### src/rtl/gpio_input.sv
// Button/switch front end: synchronizes and debounces the raw inputs, then issues
// a start request to the accelerator on each accepted button press.
module gpio_input #(
  parameter int unsigned DEBOUNCE_CYCLES = 16
) (
  input  logic       clk,
  input  logic       rst,
  input  logic       btn_start,
  input  logic [3:0] sw,
  input  logic       busy,
  input  logic       start_ack,
  output logic       start_req,
  output logic [3:0] mode,
  output logic       btn_db,
  output logic [3:0] sw_db
);

  localparam int unsigned NumIn = 5;
  localparam int unsigned CntW  = $clog2(DEBOUNCE_CYCLES + 1);
  // Toggle happens on the edge where the count would reach DEBOUNCE_CYCLES.
  localparam logic [CntW-1:0] CntLast = CntW'(DEBOUNCE_CYCLES - 1);

  typedef enum logic [1:0] {StIdle, StReq, StHold} state_e;

  logic [NumIn-1:0]           raw;
  logic [NumIn-1:0]           sync1_q, sync2_q;
  logic [NumIn-1:0]           db_q, db_d;
  logic [NumIn-1:0][CntW-1:0] cnt_q, cnt_d;
  logic                       btn_prev_q;
  logic                       press;
  logic                       accept;
  state_e                     state_q, state_d;
  logic [3:0]                 mode_q, mode_d;

  // Bit 0 is the button, bits 4:1 the switches.
  assign raw = {sw, btn_start};

  always_ff @(posedge clk or negedge rst) begin
    if (!rst) begin
      sync1_q <= '0;
      sync2_q <= '0;
    end else begin
      sync1_q <= raw;
      sync2_q <= sync1_q;
    end
  end

  always_comb begin
    db_d  = db_q;
    cnt_d = cnt_q;
    for (int i = 0; i < NumIn; i++) begin
      if (sync2_q[i] == db_q[i]) begin
        cnt_d[i] = '0;
      end else if (cnt_q[i] == CntLast) begin
        cnt_d[i] = '0;
        db_d[i]  = ~db_q[i];
      end else begin
        cnt_d[i] = cnt_q[i] + CntW'(1);
      end
    end
  end

  always_ff @(posedge clk or negedge rst) begin
    if (!rst) begin
      db_q       <= '0;
      cnt_q      <= '0;
      btn_prev_q <= 1'b0;
    end else begin
      db_q       <= db_d;
      cnt_q      <= cnt_d;
      btn_prev_q <= db_q[0];
    end
  end

  assign press  = db_q[0] & ~btn_prev_q;
  assign accept = (state_q == StIdle) && press && !busy;

  always_ff @(posedge clk or negedge rst) begin
    if (!rst) begin
      state_q <= StIdle;
      mode_q  <= '0;
    end else begin
      state_q <= state_d;
      mode_q  <= mode_d;
    end
  end

  always_comb begin
    state_d = state_q;
    unique case (state_q)
      StIdle:  if (accept) state_d = StReq;
      StReq:   if (start_ack) state_d = StHold;
      StHold:  if (!db_q[0]) state_d = StIdle;
      default: state_d = StIdle;
    endcase
  end

  always_comb begin
    mode_d = mode_q;
    if (accept) mode_d = db_q[4:1];
  end

  always_comb begin
    start_req = (state_q == StReq);
    mode      = mode_q;
    btn_db    = db_q[0];
    sw_db     = db_q[4:1];
  end

endmodule
### config.mk
export PLATFORM = sky130hd
export DESIGN_NAME = gpio_input
export DESIGN_NICKNAME = d
export VERILOG_FILES = /design/src/rtl/gpio_input.sv
export SDC_FILE = /design/constraint.sdc
export NUM_CORES = 1
export LEC_CHECK = 0
export BUFFER_PORTS_ARGS = -buffer_cell sky130_fd_sc_hd__buf_2
export CAP_MARGIN = 20
export CORE_ASPECT_RATIO = 2
export CORE_MARGIN = 5
export CORE_UTILIZATION = 40
export DETAILED_ROUTE_END_ITERATION = 16
export HOLD_SLACK_MARGIN = 0.08
export PLACE_DENSITY_LB_ADDON = 0.05
export SYNTH_ARGS = -nofsm -noshare
export SYNTH_HDL_FRONTEND = slang
export SYNTH_SLANG_ARGS = --single-unit
### constraint.sdc
create_clock -name clk -period 3.2 [get_ports clk]
set_input_delay 0.64 -clock clk [delete_from_list [all_inputs] [get_ports clk]]
set_output_delay 0.64 -clock clk [all_outputs]
set_load 0.1 [all_outputs]
# After elaboration in Yosys (flattened, before gate mapping)

Cells that the tools add are included.

Word-level logic and storage cells: 71
Input port bits: 9
Bits in registers: 47
Output and inout bits: 10

Equal/unequal tests: 15
Add/sub/neg operators: 5
Bitwise gates (word level): 12
Mux-type cells: 14
Reductions and logical operators: 10

Operators by type and width:

| cell                  | count |
|---|---|
| $mux W5               | 10 |
| $add A5 B1 Y5 const B | 5 |
| $eq A5 B4 Y1 const B  | 5 |
| $not A1 Y1            | 11 |
| $reduce_and A2 Y1     | 5 |
| $mux W2               | 3 |
| $ne A2 B2 Y1 const B  | 3 |
| $pmux W2 S3           | 1 |
| $eq A1 B1 Y1          | 5 |
| $reduce_and A3 Y1     | 1 |
| $eq A2 B1 Y1 const B  | 1 |
| $eq A2 B2 Y1 const B  | 1 |
| $logic_and A1 B1 Y1   | 2 |
| $logic_not A2 Y1      | 1 |
| $and A1 B1 Y1         | 1 |
| $logic_not A1 Y1      | 1 |

# Depth between registers and ports, before layout

Word-level depth: 6
Depth in mapped cells: 4
Gate-level depth less buffers: 4

# Worst setup path after synthesis

OpenSTA, ideal clock, no wires.

Kind: reg2out
Start: register state_q[1]
End: output port start_req
Path buffers: 0
Arrival time: 1.815 ns
Stages on the path, launching flop included: 2
Required time: 2.560 ns
Setup slack: 0.745 ns
Cells stage by stage: dfrtp_1 -> nor2b_1

Longest elaborated chain between the ends: 1

RTL lines:

| item                     | RTL line | text |
|---|---|---|
| start: declaration       | 32       | `state_e state_q, state_d;` |
| start signal: assignment | 80       | `state_q <= StIdle;` |
| start signal: assignment | 83       | `state_q <= state_d;` |
| $eq A2 B1 Y1             | 104      | `start_req = (state_q == StReq);` |
| end: declaration         | 12       | `output logic start_req,` |

No other way between the ends.

# Worst setup path in the final report

Ends and elaborated chain as after synthesis.

==> impl_metrics.env <==
export IMPL_outcome="completed"
export IMPL_synth_warnings=0
export IMPL_vias_per_cell=4.83
export IMPL_grt_usage=0.105
export IMPL_clock_root_buffer="clkbuf_8"
export IMPL_seq_area_sq_um=1180
export IMPL_areaGrowthSynthToFinish_pct=15.1
export IMPL_fillerInstances=421
export IMPL_ir_drop_v=0.000333
export IMPL_htree_levels=2
export IMPL_max_cap_viol_count=0
export IMPL_cts_sinks=47
export IMPL_skew_ns=0.00711
export IMPL_grt_max_degree=48
export IMPL_core_area_sq_um=4300
export IMPL_synth_sequential_area_ratio=0.669
export IMPL_wl_met1_um=1060
export IMPL_syn_area_per_cell_sq_um=13.4
export IMPL_r2r_end="mode[2]"
export IMPL_vias=1019
export IMPL_drcViolationCount=0
export IMPL_hold_buffers=0
export IMPL_overflow=0
export IMPL_die_area_sq_um=5900
export IMPL_multiInputGateArea_sq_um=563
export IMPL_place_hpwl_um=1970
export IMPL_hp_class="in -> async"
export IMPL_rr_worst_depth=3
export IMPL_rsz0062_at_grt="false"
export IMPL_syn_inst=131
export IMPL_path_max_fanout=3
export IMPL_power_leakage_nw=1.10
export IMPL_hold_viol_final=0
export IMPL_antenna_found_initial=0
export IMPL_finish_net_count=171
export IMPL_post_route_period_util=0.641
export IMPL_netlist_top_cells_area="dfrtp_1 67%, xor2_1 7.5%, mux2_2 5.8%"
export IMPL_clock_fmax_ghz=0.488
export IMPL_power_total_w=0.00103
export IMPL_setup_viol=0
export IMPL_clk_transition_reported_paths_ns=0.08
export IMPL_end_kind="primary output"
export IMPL_synth_seq_cells=47
export IMPL_antenna_cells=0
export IMPL_drive_gt1_frac=0.229
export IMPL_routedWlPerCell_um=12.8
export IMPL_layout_setup_ws_ns=1.15
export IMPL_postCtsSetupRepairBufs=0
export IMPL_drtIter0Drc=28
export IMPL_drv_slew=0
export IMPL_met2WireLength_um=1430
export IMPL_num_rows=34
export IMPL_syn_nets=145
export IMPL_post_cts_resized=0
export IMPL_drt_total_wl_um=2700
export IMPL_crit_arrival_ns=1.41
export IMPL_rrSetupSlack_ns=1.83
export IMPL_tightest_slew_ns=0.494
export IMPL_power_density_nw_per_um2=507
export IMPL_rr_startpoint="state_q[0]"
export IMPL_crit_type="reg -> out"
export IMPL_dr_pass1_iters=3
export IMPL_ys_types=15
export IMPL_grt_pass1_vias=1063
export IMPL_ant_nets=0
export IMPL_met3_length_um=124
export IMPL_place_ws_ns=1.45
export IMPL_dieHeight_um=104
export IMPL_top_layer="met4"
export IMPL_max_slew_margin=0.673
export IMPL_synth_top_cell_area_share=0.669
export IMPL_tns_ns=0
export IMPL_numCtsBuffers=5
export IMPL_tritoncts="yes"
export IMPL_portBuffers=18
export IMPL_io_pins=19
export IMPL_critPathRequiredTime_ns=2.56
export IMPL_start_util=0.409
export IMPL_syn_area_sq_um=1760
export IMPL_die_x_um=56.9
export IMPL_synth_top_area_cell="dfrtp_1"
export IMPL_cts_max_path_buffers=2
export IMPL_fin_crit_ns=2.05
export IMPL_worstSetupStartpointType="flip-flop"
export IMPL_clk_latency_ns=0.29
export IMPL_routabilityCongestion=0.700
export IMPL_grt_pass1_wl_um=4750
-- synth_stat cells --
| library cell | instances |
|---|---|
| a21o_1 | 1 |
| and2_1 | 7 |
| and3_1 | 5 |
| dfrtp_1 | 47 |
| ha_1 | 5 |
| inv_1 | 5 |
| mux2_2 | 9 |
| nand2b_1 | 1 |
| nand3_1 | 10 |
| nor2_1 | 18 |
| nor2b_1 | 1 |
| nor4_4 | 1 |
| o21ai_0 | 5 |
| o2bb2ai_1 | 1 |
| xor2_1 | 15 |
-- how the worst max path moves through the flow --
stage | from | endpoint | slack (ns) | cells after the start
global route | state_q[1] | start_req | 1.03 | 2
detailed placement | state_q[1] | start_req | 1.45 | 2
floorplan | state_q[1] | start_req | 0.74 | 1
finish | state_q[1] | start_req | 1.15 | 2
global placement | state_q[1] | start_req | 1.51 | 2
CTS | state_q[1] | start_req | 1.12 | 2
-- kinds of logic (layout without fill, tap and decap cells) --
| kind of cell | count (synthesis) | in the layout | share of synthesized area |
|---|---|---|---|
| muxes | 9 | 9 | 0.0577 |
| AOI/OAI and AO/OA | 7 | 7 | 0.0235 |
| buffers and inverters | 5 | 31 | 0.0107 |
| adders and majority gates | 5 | 5 | 0.0356 |
| xor gates and xnor gates | 15 | 15 | 0.0747 |
| and+or+nand+nor | 43 | 43 | 0.129 |
| DFF | 47 | 47 | 0.669 |
-- flip-flops by register name, indices dropped and copies added, names as in the netlist --
| name | count |
|---|---|
| db_q | 5 |
| btn_prev_q | 1 |
| mode | 4 |
| state_q | 2 |
| sync1_q | 5 |
| sync2_q | 5 |
| cnt_q | 25 |
-- layout by cell type (no fill, tap or decap), types with 6 or more instances in the layout --
cell,count
and2_1,7
buf_2,18
clkbuf_8,6
dfrtp_1,47
mux2_2,9
nand3_1,10
nor2_1,18
xor2_1,15
-- where the power goes --
group	internal, W	switching (W)
Clock	0.000169	0.000177
Combinational	0.0000214	0.0000291
Sequential	0.000615	0.0000138
Total	0.000806	0.000220
-- layer usage --
layer	GRT usage	up-vias
met5	0	-
met3	0.0349	5
met4	0.0597	0
li1	-	485
met2	0.170	18
met1	0.117	511
-- stage by stage --
stage                     instances   util  area (sq um)  hold WS, ns
after floorplan                 131      -          1760        0.331
after global placement          203  0.446          1920        0.333
after detailed placement        203  0.446          1920        0.336
after CTS                       210  0.466          2000        0.347
after global routing            211  0.471          2020        0.179
final                           211  0.471          2020        0.185
-- critical path, stage by stage (launching register included) --
cell     delay [ns]
dfrtp_1        0.42
nor2b_1        0.23
buf_2          0.47
-- layout make-up --
type / count / share of cell area
repair buffers: 19 / 0.0544
clock buffers: 6 / 0.0408
clock inverters: 1 / 0.00247
well taps: 54 / 0.0334
flip-flops and latches: 47 / 0.581
inverters: 5 / 0.00928
multi-input cells: 79 / 0.278
Power figures use the tool's default switching activity.
